File: config.mk
export PLATFORM = sky130hd
export DESIGN_NAME = axil_req_arbiter_flat
export DESIGN_NICKNAME = d
export VERILOG_FILES = /design/src/rtl/axil_req_arbiter_if.sv /design/src/rtl/axil_req_arbiter.sv /design/src/flat_wrapper.sv
export SDC_FILE = /design/constraint.sdc
export NUM_CORES = 1
export LEC_CHECK = 0
export BUFFER_PORTS_ARGS = -buffer_cell sky130_fd_sc_hd__buf_2
export CAP_MARGIN = 20
export CORE_ASPECT_RATIO = 0.7
export CORE_MARGIN = 5
export CORE_UTILIZATION = 35
export DETAILED_ROUTE_END_ITERATION = 8
export PLACE_DENSITY_LB_ADDON = 0.15
export RECOVER_POWER = 100
export SLEW_MARGIN = 15
export SYNTH_ARGS = -nofsm -noshare
export SYNTH_HDL_FRONTEND = slang
export SYNTH_SLANG_ARGS = --single-unit
File: constraint.sdc
create_clock -name aclk -period 2.7 [get_ports aclk]
set_input_delay 0.27 -clock aclk [delete_from_list [all_inputs] [get_ports aclk]]
set_output_delay 0.27 -clock aclk [all_outputs]
set_load 0.05 [all_outputs]
File: src/rtl/axil_req_arbiter_if.sv
// axil_req_arbiter_if: AXI-lite master bus carried between the request
// arbiter and the register-file slave port. Signal names match the
// arbiter's m_* bus so existing hookups map one-to-one.
interface axil_req_arbiter_if #(
    parameter int ADDR_WIDTH = 11,
    parameter int DATA_WIDTH = 32
);
    logic [ADDR_WIDTH-1:0]   m_awaddr;
    logic [2:0]              m_awprot;
    logic                    m_awvalid;
    logic                    m_awready;
    logic [DATA_WIDTH-1:0]   m_wdata;
    logic [DATA_WIDTH/8-1:0] m_wstrb;
    logic                    m_wvalid;
    logic                    m_wready;
    logic [1:0]              m_bresp;
    logic                    m_bvalid;
    logic                    m_bready;
    logic [ADDR_WIDTH-1:0]   m_araddr;
    logic [2:0]              m_arprot;
    logic                    m_arvalid;
    logic                    m_arready;
    logic [DATA_WIDTH-1:0]   m_rdata;
    logic [1:0]              m_rresp;
    logic                    m_rvalid;
    logic                    m_rready;

    modport master (
        output m_awaddr, m_awprot, m_awvalid, input m_awready,
        output m_wdata, m_wstrb, m_wvalid, input m_wready,
        input m_bresp, m_bvalid, output m_bready,
        output m_araddr, m_arprot, m_arvalid, input m_arready,
        input m_rdata, m_rresp, m_rvalid, output m_rready
    );

    modport slave (
        input m_awaddr, m_awprot, m_awvalid, output m_awready,
        input m_wdata, m_wstrb, m_wvalid, output m_wready,
        output m_bresp, m_bvalid, input m_bready,
        input m_araddr, m_arprot, m_arvalid, output m_arready,
        output m_rdata, m_rresp, m_rvalid, input m_rready
    );
endinterface

File: src/rtl/axil_req_arbiter.sv
// axil_req_arbiter: round-robin arbiter sharing one AXI-lite master port
// between NUM_REQ command sources, one transaction outstanding at a time.
// Optional watchdog: define AXIL_TIMEOUT_EN to abort a stalled handshake
// after TIMEOUT_CYCLES cycles (resp=2'b11, rdata=DEAD_BEEF, sticky
// timeout_err).
module axil_req_arbiter #(
    parameter int NUM_REQ        = 4,
    parameter int DATA_WIDTH     = 32,
    parameter int ADDR_WIDTH     = 11,
    parameter int TIMEOUT_CYCLES = 1024
) (
    input  logic                            aclk,
    input  logic                            aclk_reset,
    input  logic [NUM_REQ-1:0]              req_valid,
    input  logic [NUM_REQ-1:0]              req_write,
    input  logic [NUM_REQ*ADDR_WIDTH-1:0]   req_addr,
    input  logic [NUM_REQ*DATA_WIDTH-1:0]   req_wdata,
    input  logic [NUM_REQ*DATA_WIDTH/8-1:0] req_wstrb,
    output logic [NUM_REQ-1:0]              req_ack,
    output logic [DATA_WIDTH-1:0]           req_rdata,
    output logic [1:0]                      req_resp,
    axil_req_arbiter_if.master              m,
    output logic                            busy
`ifdef AXIL_TIMEOUT_EN
    ,
    output logic                            timeout_err
`endif
);
    localparam int GW = (NUM_REQ > 1) ? $clog2(NUM_REQ) : 1;
    localparam int SW = DATA_WIDTH / 8;

    if (NUM_REQ < 2 || NUM_REQ > 8 || TIMEOUT_CYCLES < 2) begin : g_bad_cfg
        $error("axil_req_arbiter: unsupported parameter set");
    end

    typedef enum logic [2:0] {
        S_IDLE, S_WR, S_WR_RESP, S_RD_ADDR, S_RD_DATA, S_ACK
    } state_t;

    state_t                r_state;
    state_t                w_state_next;
    logic [GW-1:0]         r_rr;
    logic [GW-1:0]         r_grant;
    logic                  r_write;
    logic [ADDR_WIDTH-1:0] r_addr;
    logic [DATA_WIDTH-1:0] r_wdata;
    logic [SW-1:0]         r_wstrb;
    logic                  r_aw_done;
    logic                  r_w_done;
    logic [DATA_WIDTH-1:0] r_rdata;
    logic [1:0]            r_resp;
    logic                  r_busy;

    logic                  w_hi_found;
    logic                  w_lo_found;
    logic [GW-1:0]         w_hi;
    logic [GW-1:0]         w_lo;
    logic [GW-1:0]         w_sel;
    logic                  w_sel_found;
    logic [GW-1:0]         w_rr_next;
    logic                  w_aw_hs;
    logic                  w_w_hs;
    logic                  w_tmo;

    assign w_aw_hs = m.m_awvalid & m.m_awready;
    assign w_w_hs  = m.m_wvalid & m.m_wready;

    // Round-robin pick: lowest request at/after r_rr, else lowest overall.
    always_comb begin
        w_hi_found = 1'b0;
        w_lo_found = 1'b0;
        w_hi       = '0;
        w_lo       = '0;
        for (int unsigned j = 0; j < NUM_REQ; j++) begin
            if (!w_hi_found && req_valid[j] && (j >= 32'(r_rr))) begin
                w_hi_found = 1'b1;
                w_hi       = GW'(j);
            end
            if (!w_lo_found && req_valid[j]) begin
                w_lo_found = 1'b1;
                w_lo       = GW'(j);
            end
        end
        w_sel       = w_hi_found ? w_hi : w_lo;
        w_sel_found = w_hi_found | w_lo_found;
        w_rr_next   = (r_grant == GW'(NUM_REQ - 1)) ? '0 : r_grant + 1'b1;
    end

`ifdef AXIL_TIMEOUT_EN
    localparam int TW = $clog2(TIMEOUT_CYCLES) + 1;
    logic [TW-1:0] r_tmo_cnt;
    logic          r_tmo_err;
    logic          w_wait_state;

    assign w_wait_state = (r_state == S_WR) || (r_state == S_WR_RESP) ||
                          (r_state == S_RD_ADDR) || (r_state == S_RD_DATA);
    assign timeout_err  = r_tmo_err;

    // Watchdog: restarts on every state change, counts while waiting.
    always_ff @(posedge aclk) begin
        if (aclk_reset) begin
            r_tmo_cnt <= '0;
            r_tmo_err <= 1'b0;
        end else begin
            if (w_state_next != r_state) begin
                r_tmo_cnt <= '0;
            end else if (w_wait_state) begin
                r_tmo_cnt <= r_tmo_cnt + 1'b1;
            end
            if (w_tmo) begin
                r_tmo_err <= 1'b1;
            end
        end
    end
`endif

    // Next-state decode; timeout overrides a state that has not completed.
    always_comb begin
        w_state_next = r_state;
        w_tmo        = 1'b0;
        case (r_state)
            S_IDLE:    if (w_sel_found) w_state_next = req_write[w_sel] ? S_WR : S_RD_ADDR;
            S_WR:      if ((r_aw_done | w_aw_hs) && (r_w_done | w_w_hs)) w_state_next = S_WR_RESP;
            S_WR_RESP: if (m.m_bvalid) w_state_next = S_ACK;
            S_RD_ADDR: if (m.m_arready) w_state_next = S_RD_DATA;
            S_RD_DATA: if (m.m_rvalid) w_state_next = S_ACK;
            S_ACK:     w_state_next = S_IDLE;
            default:   w_state_next = S_IDLE;
        endcase
`ifdef AXIL_TIMEOUT_EN
        if (w_wait_state && (w_state_next == r_state) &&
            (r_tmo_cnt == TW'(TIMEOUT_CYCLES - 1))) begin
            w_state_next = S_ACK;
            w_tmo        = 1'b1;
        end
`endif
    end

    // Bus and requester outputs decoded from the registered state.
    always_comb begin
        m.m_awaddr  = r_addr;
        m.m_awprot  = 3'b000;
        m.m_awvalid = (r_state == S_WR) && !r_aw_done;
        m.m_wdata   = r_wdata;
        m.m_wstrb   = r_wstrb;
        m.m_wvalid  = (r_state == S_WR) && !r_w_done;
        m.m_bready  = (r_state == S_WR_RESP);
        m.m_araddr  = r_addr;
        m.m_arprot  = 3'b000;
        m.m_arvalid = (r_state == S_RD_ADDR);
        m.m_rready  = (r_state == S_RD_DATA);
        req_ack     = (r_state == S_ACK) ? (NUM_REQ'(1) << r_grant) : '0;
        req_rdata   = r_rdata;
        req_resp    = r_resp;
        busy        = r_busy;
    end

    // State register, command latch and response capture.
    always_ff @(posedge aclk) begin
        if (aclk_reset) begin
            r_state   <= S_IDLE;
            r_rr      <= '0;
            r_grant   <= '0;
            r_write   <= 1'b0;
            r_addr    <= '0;
            r_wdata   <= '0;
            r_wstrb   <= '0;
            r_aw_done <= 1'b0;
            r_w_done  <= 1'b0;
            r_rdata   <= '0;
            r_resp    <= '0;
            r_busy    <= 1'b0;
        end else begin
            r_state <= w_state_next;
            case (r_state)
                S_IDLE: begin
                    if (w_sel_found) begin
                        r_grant   <= w_sel;
                        r_write   <= req_write[w_sel];
                        r_addr    <= req_addr[w_sel*ADDR_WIDTH +: ADDR_WIDTH];
                        r_wdata   <= req_wdata[w_sel*DATA_WIDTH +: DATA_WIDTH];
                        r_wstrb   <= req_wstrb[w_sel*SW +: SW];
                        r_aw_done <= 1'b0;
                        r_w_done  <= 1'b0;
                        r_busy    <= 1'b1;
                    end
                end
                S_WR: begin
                    if (w_aw_hs) r_aw_done <= 1'b1;
                    if (w_w_hs)  r_w_done  <= 1'b1;
                end
                S_WR_RESP: begin
                    if (m.m_bvalid) begin
                        r_resp  <= m.m_bresp;
                        r_rdata <= '0;
                    end
                end
                S_RD_DATA: begin
                    if (m.m_rvalid) begin
                        r_resp  <= m.m_rresp;
                        r_rdata <= m.m_rdata;
                    end
                end
                S_ACK: begin
                    r_busy <= 1'b0;
                    r_rr   <= w_rr_next;
                end
                default: ;
            endcase
            if (w_tmo) begin
                r_resp  <= 2'b11;
                r_rdata <= DATA_WIDTH'(32'hDEAD_BEEF);
            end
        end
    end

    logic w_unused;
    assign w_unused = r_write;
endmodule

File: src/flat_wrapper.sv
// flat-port wrapper written by rule: the top's interface ports become plain ports
module axil_req_arbiter_flat 
#(
    parameter int NUM_REQ        = 4,
    parameter int DATA_WIDTH     = 32,
    parameter int ADDR_WIDTH     = 11,
    parameter int TIMEOUT_CYCLES = 1024
)
  (aclk, aclk_reset, req_valid, req_write, req_addr, req_wdata, req_wstrb, req_ack, req_rdata, req_resp, busy, m_m_awaddr, m_m_awprot, m_m_awvalid, m_m_awready, m_m_wdata, m_m_wstrb, m_m_wvalid, m_m_wready, m_m_bresp, m_m_bvalid, m_m_bready, m_m_araddr, m_m_arprot, m_m_arvalid, m_m_arready, m_m_rdata, m_m_rresp, m_m_rvalid, m_m_rready);
  axil_req_arbiter_if #(.ADDR_WIDTH(ADDR_WIDTH), .DATA_WIDTH(DATA_WIDTH)) m_i ();
  input  logic aclk;
  input  logic aclk_reset;
  input  logic [NUM_REQ-1:0] req_valid;
  input  logic [NUM_REQ-1:0] req_write;
  input  logic [NUM_REQ*ADDR_WIDTH-1:0] req_addr;
  input  logic [NUM_REQ*DATA_WIDTH-1:0] req_wdata;
  input  logic [NUM_REQ*DATA_WIDTH/8-1:0] req_wstrb;
  output logic [NUM_REQ-1:0] req_ack;
  output logic [DATA_WIDTH-1:0] req_rdata;
  output logic [1:0] req_resp;
  output logic busy;
  output wire logic [$bits(m_i.m_awaddr)-1:0] m_m_awaddr;
  output wire logic [$bits(m_i.m_awprot)-1:0] m_m_awprot;
  output wire logic [$bits(m_i.m_awvalid)-1:0] m_m_awvalid;
  input wire logic [$bits(m_i.m_awready)-1:0] m_m_awready;
  output wire logic [$bits(m_i.m_wdata)-1:0] m_m_wdata;
  output wire logic [$bits(m_i.m_wstrb)-1:0] m_m_wstrb;
  output wire logic [$bits(m_i.m_wvalid)-1:0] m_m_wvalid;
  input wire logic [$bits(m_i.m_wready)-1:0] m_m_wready;
  input wire logic [$bits(m_i.m_bresp)-1:0] m_m_bresp;
  input wire logic [$bits(m_i.m_bvalid)-1:0] m_m_bvalid;
  output wire logic [$bits(m_i.m_bready)-1:0] m_m_bready;
  output wire logic [$bits(m_i.m_araddr)-1:0] m_m_araddr;
  output wire logic [$bits(m_i.m_arprot)-1:0] m_m_arprot;
  output wire logic [$bits(m_i.m_arvalid)-1:0] m_m_arvalid;
  input wire logic [$bits(m_i.m_arready)-1:0] m_m_arready;
  input wire logic [$bits(m_i.m_rdata)-1:0] m_m_rdata;
  input wire logic [$bits(m_i.m_rresp)-1:0] m_m_rresp;
  input wire logic [$bits(m_i.m_rvalid)-1:0] m_m_rvalid;
  output wire logic [$bits(m_i.m_rready)-1:0] m_m_rready;
  assign m_m_awaddr = m_i.m_awaddr;
  assign m_m_awprot = m_i.m_awprot;
  assign m_m_awvalid = m_i.m_awvalid;
  assign m_i.m_awready = m_m_awready;
  assign m_m_wdata = m_i.m_wdata;
  assign m_m_wstrb = m_i.m_wstrb;
  assign m_m_wvalid = m_i.m_wvalid;
  assign m_i.m_wready = m_m_wready;
  assign m_i.m_bresp = m_m_bresp;
  assign m_i.m_bvalid = m_m_bvalid;
  assign m_m_bready = m_i.m_bready;
  assign m_m_araddr = m_i.m_araddr;
  assign m_m_arprot = m_i.m_arprot;
  assign m_m_arvalid = m_i.m_arvalid;
  assign m_i.m_arready = m_m_arready;
  assign m_i.m_rdata = m_m_rdata;
  assign m_i.m_rresp = m_m_rresp;
  assign m_i.m_rvalid = m_m_rvalid;
  assign m_m_rready = m_i.m_rready;
  axil_req_arbiter #(.NUM_REQ(NUM_REQ), .DATA_WIDTH(DATA_WIDTH), .ADDR_WIDTH(ADDR_WIDTH), .TIMEOUT_CYCLES(TIMEOUT_CYCLES)) u_core (.aclk(aclk), .aclk_reset(aclk_reset), .req_valid(req_valid), .req_write(req_write), .req_addr(req_addr), .req_wdata(req_wdata), .req_wstrb(req_wstrb), .req_ack(req_ack), .req_rdata(req_rdata), .req_resp(req_resp), .m(m_i), .busy(busy));
endmodule
==> key figures, run 1 <==
Outcome
  – Run status: complete, no violations

Route
  – Remaining design rule violation count: 0
  – Avg WL per Cell: 18.88 µm
  – Final wirelength: 20.95 mm
  – Final ANT Viol Nets: 0
  – Via Count: between 6000 and 7000
  – Detail-routed via count per cell: roughly 5.4
  – Drt first-iter violations: between 300 and 400
  – Number of iterations in the first detailed-routing pass: 4

Global routing
  – Initial antenna violation count: 0
  – Fraction of met3 tracks used by global routing: 6.068%
  – GRT Total Usage: 21.85%
  – Wire length of the first global-routing pass: 31.59 mm
  – Via count of the first global-routing pass: ~5700
  – Largest net degree at the start of global routing: 59
  – Most used routing layer: met2
  – Total overflow reported by the global router: 0
  – Met2 Use GR: between 30 and 40%
  – Global Route met1 Usage: between 20% and 30%

STA
  – Worst slew margin relative to its limit: about half
  – Clock tree skew after final layout: ~10 ps
  – Measured slew at the worst slew-check pin: roughly 760 ps
  – Count of endpoints failing hold in the final timing report: 0
  – Max-slew violation total from the final report: 0
  – Total Neg Setup Slack: 0 ps
  – Final setup fails: 0
  – Unrepaired setup endpoints after global routing: no
  – Achievable clock frequency: approximately 430 MHz
  – Final period util: a little under nine tenths
  – Final Critical Period: around 2300 ps

Synth
  – Synth top cells by count: sky130_fd_sc_hd__and4_1 (95), sky130_fd_sc_hd__dfxtp_1 (91), sky130_fd_sc_hd__a211oi_1 (84)
  – Synthesized instance count: roughly 630
  – Synthesized area divided by synthesized cell count: ~8.5 µm²
  – Most used standard cell by instance count after synthesis: sky130_fd_sc_hd__and4_1
  – Post-synth top flop: sky130_fd_sc_hd__dfxtp_1
  – Area share of the largest cell type after synthesis: roughly a third
  – Number of synthesized flops with an enable pin: 0
  – Share of synthesized registers carrying an async set or reset: 0%
  – Flip-flop and latch count after synthesis: approximately 90
  – Syn Std Cell Area: ~5400 µm²
  – Share of synthesized area occupied by flip-flops and latches: 33.84%
  – Warnings from Yosys: 0
  – Top cell type by total area after synthesis: sky130_fd_sc_hd__dfxtp_1
  – Area contributors post-synth: sky130_fd_sc_hd__dfxtp_1 (34%), sky130_fd_sc_hd__and4_1 (15%), sky130_fd_sc_hd__a211oi_1 (12%)
  – Distinct cell type count of the synthesized netlist: 45

Critical path
  – Type of element capturing the critical path: output pin
  – Maximum net fanout on the critical path: 17
  – Worst setup path class: reg -> out
  – Arrival time of the worst setup path: 2060 ps
  – Required arrival time at the worst endpoint: between 2000 and 2500 ps
  – Critical Path Source Type: flip-flop

Clock network
  – CTS tree: built
  – Clock Pin Slew Worst Setup and Hold Paths: 70 ps
  – Total of hold buffers inserted after clock tree synthesis: 0
  – Number of buffers on the longest clock path: 2
  – Post-CTS Setup Bufs: 0
  – Clock buffers created by TritonCTS: 9
  – Clock Latency Late Sink: between 300 and 400 ps
  – Number of H-tree levels: 3
  – Number of sinks on the clock net: a little over 90
  – Gates resized, CTS repair: 0
  – Master cell of the clock root buffer: sky130_fd_sc_hd__clkbuf_16

Finish
  – Filler-free cell count of the finished design: around 1100
  – Number of filler instances in the final layout: 1553
  – Area growth from synthesis to final layout: 34.91%
  – Nets@finish: 1153
  – Share of layout cells above drive strength 1: approximately a third
  – Antenna diodes: 0

Worst hold path
  – Tightest Hold Check Type: in -> reg

Place
  – Port-buffer cells: between 300 and 400
  – Cell total after placement: between 1000 and 1500
  – Placed wire-length estimate after detailed placement: about 16 mm
  – Final RePlAce weighted congestion: between 0.8 and 0.9

Floorplanning
  – Die area: 18000 µm²
  – Die boundary height: 113.8 µm
  – # IOs: around 350
  – Area of the core: roughly 15000 µm²
  – Die boundary width: 158.2 µm
  – Starting density of the core: between 30 and 40%
  – Row count: 37

Pwr
  – Overall power consumption: roughly 6.6 mW
  – Worst VDD drop: approximately 0.00044 V
  – P per Cell Area: around 900 nW/µm²
  – Leakage power figure: roughly 3 nW

Job
  – Max Cap Viol: 0
==> layout by cell type (no fill, tap or decap), types with 7 or more instances in the layout <==
cell / count
sky130_fd_sc_hd__buf_2: 238
sky130_fd_sc_hd__clkbuf_1: 103
sky130_fd_sc_hd__and4_1: 95
sky130_fd_sc_hd__dfxtp_1: 91
sky130_fd_sc_hd__a211oi_1: 84
sky130_fd_sc_hd__nand2_1: 57
sky130_fd_sc_hd__o31ai_1: 47
sky130_fd_sc_hd__nor2_1: 42
sky130_fd_sc_hd__a22oi_1: 32
sky130_fd_sc_hd__a21oi_1: 14
sky130_fd_sc_hd__a211oi_2: 10
sky130_fd_sc_hd__clkbuf_16: 9
sky130_fd_sc_hd__buf_4: 8
sky130_fd_sc_hd__buf_12: 7
==> where the power goes <==
group | internal, mW | switching [mW]
clock | 0.651 | 0.608
sequential | 1.71 | 0.257
combinational | 0.787 | 2.55
==> critical path, cell delays in order, from the launching register on <==
cell and delay [ps]:
sky130_fd_sc_hd__dfxtp_1 620, sky130_fd_sc_hd__or3b_2 520, sky130_fd_sc_hd__nor2_1 100, sky130_fd_sc_hd__clkbuf_1 480
==> routing by layer <==
| layer | vias to the layer above | part of all wire, % |
|---|---|---|
| met3 | 23 | 8.6 |
| li1 | 2971 | - |
| met1 | 2792 | 43 |
| met2 | 220 | 47 |
| met5 | - | 0 |
| met4 | 0 | 1.4 |
==> final timing paths <==
path / slack, ps / endpoint / start / cells past startpoint
max: 370 / m_m_wvalid / u_core.r_state[0]$_SDFFE_PP0P_ / 3
min: 170 / u_core.req_rdata[27]$_SDFFE_PP0P_ / m_m_rdata[27] / 3
max reg2reg: 400 / u_core.m.m_wdata[5]$_SDFFE_PP0P_ / u_core.r_rr[1]$_SDFFE_PP0P_ / 6
min reg2reg: 450 / u_core.m.m_wdata[13]$_SDFFE_PP0P_ / u_core.m.m_wdata[13]$_SDFFE_PP0P_ / 2
==> cells by family (layout without fill, tap and decap cells) <==
kind of cell / count (synthesis) / in the layout / synth area share, %
other: 1 / 6 / 0.06967
buffers and inverters: 103 / 379 / 9.344
flip-flops: 91 / 91 / 33.84
AO/OA/AOI/OAI: 197 / 197 / 27.80
adder cells (fa/ha/maj): 4 / 4 / 0.9298
AND/OR/NAND/NOR: 236 / 236 / 27.64
multiplexers: 2 / 2 / 0.3719
==> through the flow <==
stage	utilization, %	setup WS, ps	hold slack [ps]	area (µm²)
floorplan	-	761.1	432.6	5401
global placement	47.68	495.7	431.5	7107
detailed placement	47.86	490.3	433.7	7134
CTS	49.79	503.6	165.2	7422
global route	48.72	199.2	166.1	7262
finish	48.72	370.4	173.9	7262
==> area by class of cell <==
type | count | area, µm² | area share (%)
inverter | 6 | 22.52 | 0.3101
clock inverter | 7 | 62.56 | 0.8615
tap | 195 | 244.0 | 3.360
multi-input combinational | 445 | 3103 | 42.73
sequential | 91 | 1822 | 25.09
timing repair buffer | 357 | 1783 | 24.55
clock buffer | 9 | 225.2 | 3.101
==> flip-flops by register name (all words and copies together), names as in the netlist <==
name and cells:
u_core.m.m_wdata 32, u_core.req_resp 2, u_core.r_aw_done 1, u_core.r_rr 2, u_core.busy 1, u_core.req_rdata 32
u_core.m.m_araddr 11, u_core.r_state 3, u_core.r_w_done 1, u_core.r_grant 2, u_core.m.m_wstrb 4
Power figures use the tool's default switching activity.
==> run 2: changes to the inputs <==
CORE_ASPECT_RATIO = unset   (was 0.7)
GPL_TIMING_DRIVEN = 1   (was unset)
==> key figures, run 2 (synthesis results as in run 1) <==
Outcome
  – Run status: complete, no violations

Pwr
  – Overall power consumption: 6.613 mW (+0.81%)
  – Combinational power share: 50.2% (-0.7 points)
  – Worst VDD drop: 0.0005054 V (+15%)
  – Reported net switching power: 3.448 mW (+0.97%)
  – Switching power as a share of total power: 52.14% (+0.081 points)
  – Register share of total power: 29.9% (about the same)
  – Internal power of the cells: 3.165 mW (+0.64%)
  – Clock network power share: 19.9% (+0.7 points)
  – Leakage power figure: 3.019 nW (about the same)
  – P per Cell Area: 915.0 nW/µm² (+1.3%)

Finish
  – Nets@finish: 1150 (-0.26%)
  – Filler-free cell count of the finished design: 1102 (-0.72%)
  – Storage element area: 1822 µm² (unchanged)
  – Number of filler instances in the final layout: 1579 (+1.7%)
  – Utilization of the core after routing: 47.72% (-1.0 points)
  – Commonest cells after routing, fill and taps aside: sky130_fd_sc_hd__buf_2 (240), sky130_fd_sc_hd__clkbuf_1 (100), sky130_fd_sc_hd__and4_1 (95)
  – Share of layout cells above drive strength 1: 31.25% (-0.66 points)
  – Most common cell after layout, fill and taps aside: sky130_fd_sc_hd__buf_2
  – Area occupied by multi-input gates: 3057 µm² (-1.5%)
  – Area growth from synthesis to final layout: 34.26%

Global routing
  – Via count of the first global-routing pass: 5809 (+2.5%)
  – Total overflow reported by the global router: 0 (unchanged)
  – GRT Total Usage: 21.81% (-0.032 points)
  – Largest net degree at the start of global routing: 96 (+63%)
  – Wire length of the first global-routing pass: 31.62 mm (about the same)
  – Initial antenna violation count: 4 (+4)

Floorplanning
  – Starting density of the core: 35.54% (-0.57 points)
  – Die boundary width: 134.0 µm (-15%)
  – Die area: 17960 µm² (-0.22%)
  – Area of the core: 15150 µm² (+1.6%)
  – # IOs: 347 (unchanged)
  – Die boundary height: 134.0 µm (+18%)
  – Row count: 45 (+22%)

Clock network
  – Total of hold buffers inserted after clock tree synthesis: 0 (unchanged)
  – Number of buffers on the longest clock path: 2 (unchanged)
  – Post-CTS Setup Bufs: 0 (unchanged)
  – CTS tree: built
  – Master cell of the clock root buffer: sky130_fd_sc_hd__clkbuf_16
  – Clock Pin Slew Worst Setup and Hold Paths: 80 ps (about the same)
  – Number of sinks on the clock net: 91 (unchanged)
  – Gates resized, CTS repair: 0 (unchanged)
  – Clock buffers created by TritonCTS: 9 (unchanged)
  – Number of H-tree levels: 3 (unchanged)
  – Clock Latency Late Sink: 360 ps (+20 ps)

Job
  – Max Cap Viol: 0 (unchanged)

Critical path
  – Setup slack on the worst flop-to-flop path: 480 ps (+80 ps)
  – Worst setup path class: reg -> out
  – Maximum net fanout on the critical path: 17 (unchanged)
  – Type of element capturing the critical path: output pin
  – R2R Path Start: u_core.r_rr[1]$_SDFFE_PP0P_
  – Critical Path Source Type: flip-flop
  – Required arrival time at the worst endpoint: 2430 ps (about the same)
  – Length in cells of the worst reg-to-reg path: 6 (unchanged)
  – Reg2Reg Capture Point: u_core.m.m_wdata[4]$_SDFFE_PP0P_
  – Startpoint of the worst setup timing path: u_core.r_state[0]$_SDFFE_PP0P_
  – Arrival time of the worst setup path: 1970 ps (-90 ps)
  – Critical Path Sink: req_ack[3]

Route
  – Remaining design rule violation count: 0 (unchanged)
  – Number of iterations in the first detailed-routing pass: 7 (+3)
  – Detail-routed via count per cell: 5.496 (+1.6%)
  – Via Count: 6057 (+0.85%)
  – Final wirelength: 20.69 mm (-1.3%)
  – Avg WL per Cell: 18.78 µm (-0.53%)
  – Drt first-iter violations: 368 (-3.9%)
  – Final ANT Viol Nets: 0 (unchanged)

STA
  – Measured slew at the worst slew-check pin: 797.8 ps (+41.31 ps)
  – Count of endpoints failing hold in the final timing report: 0 (unchanged)
  – Achievable clock frequency: 447.4 MHz (+4.2%)
  – Total Neg Setup Slack: 0 ps (unchanged)
  – Worst slew margin relative to its limit: 45.44% (-2.8 points)
  – Final setup fails: 0 (unchanged)
  – Clock tree skew after final layout: 11.31 ps (+1.059 ps)
  – Final Critical Period: 2235 ps (-94.36 ps)
  – Unrepaired setup endpoints after global routing: no
  – Max-slew violation total from the final report: 0 (unchanged)
  – Final period util: 82.78% (-3.5 points)

Worst hold path
  – Tightest Hold Check Type: in -> reg

Place
  – Placed wire-length estimate after detailed placement: 14.87 mm (-4.4%)
  – Cell total after placement: 1084 (-0.91%)
  – Final RePlAce weighted congestion: 0.7950 (-8.7%)
  – Port-buffer cells: 340 (unchanged)
## run 2: how the worst min path moves through the flow
| stage | start | end | slack (ps) | depth (start not counted) |
|---|---|---|---|---|
| 3_5_place_dp | u_core.m.m_wdata[28]$_SDFFE_PP0P_ | u_core.m.m_wdata[28]$_SDFFE_PP0P_ | 440 | 2 |
| 5_1_grt | m_m_rdata[7] | u_core.req_rdata[7]$_SDFFE_PP0P_ | 160 | 3 |
| 3_3_place_gp | u_core.m.m_wdata[3]$_SDFFE_PP0P_ | u_core.m.m_wdata[3]$_SDFFE_PP0P_ | 430 | 2 |
| 4_1_cts | m_m_rdata[4] | u_core.req_rdata[4]$_SDFFE_PP0P_ | 150 | 3 |
| 6_report | m_m_rdata[6] | u_core.req_rdata[6]$_SDFFE_PP0P_ | 160 | 3 |
| 2_1_floorplan | m_m_rdata[0] | u_core.req_rdata[0]$_SDFFE_PP0P_ | 430 | 2 |
## run 2: critical path: stages (launching register included)
cell and delay, ps:
sky130_fd_sc_hd__dfxtp_1 660, sky130_fd_sc_hd__and3b_1 320, sky130_fd_sc_hd__and2_1 150, sky130_fd_sc_hd__clkbuf_1 490
## run 2: power by group through the flow
stage,combinational (mW),sequential [mW],clock (mW)
after floorplan,1.49,3.08,0
after global placement,3.47,1.98,0
after detailed placement,3.49,1.99,0
after CTS,3.49,1.96,1.36
after global routing,3.54,2.03,1.41
final,3.32,1.98,1.32
## run 2: metrics by stage
step,hold WS (ps),worst slack (ps),area [µm²]
4_1_cts,146.7,516.7,7402
6_report,156.8,464.8,7227
3_5_place_dp,435.1,499.4,7091
2_1_floorplan,432.6,761.1,5401
5_1_grt,157.1,266.7,7227
3_3_place_gp,428.8,538.7,7076
## run 2: final cells by class
cell class              instances  area share (%)
diodes                          2         0.06925
multi-input cells             445           42.30
repair buffers                354           24.55
inverters                       6          0.3116
clock inverters                 7           1.195
well taps                     188           3.255
flip-flops and latches         91           25.21
clock buffers                   9           3.116
## run 2: metal layers
layer / share of wire (%) / up-vias / GRT usage [%] / wire, µm
li1: - / 2974 / - / -
met1: 41 / 2754 / 27.03 / 8475
met2: 48 / 277 / 36.30 / 10000
met3: 7.5 / 48 / 5.701 / 1549
met4: 3.1 / 4 / 8.597 / 636
met5: 0.13 / - / 0 / 27
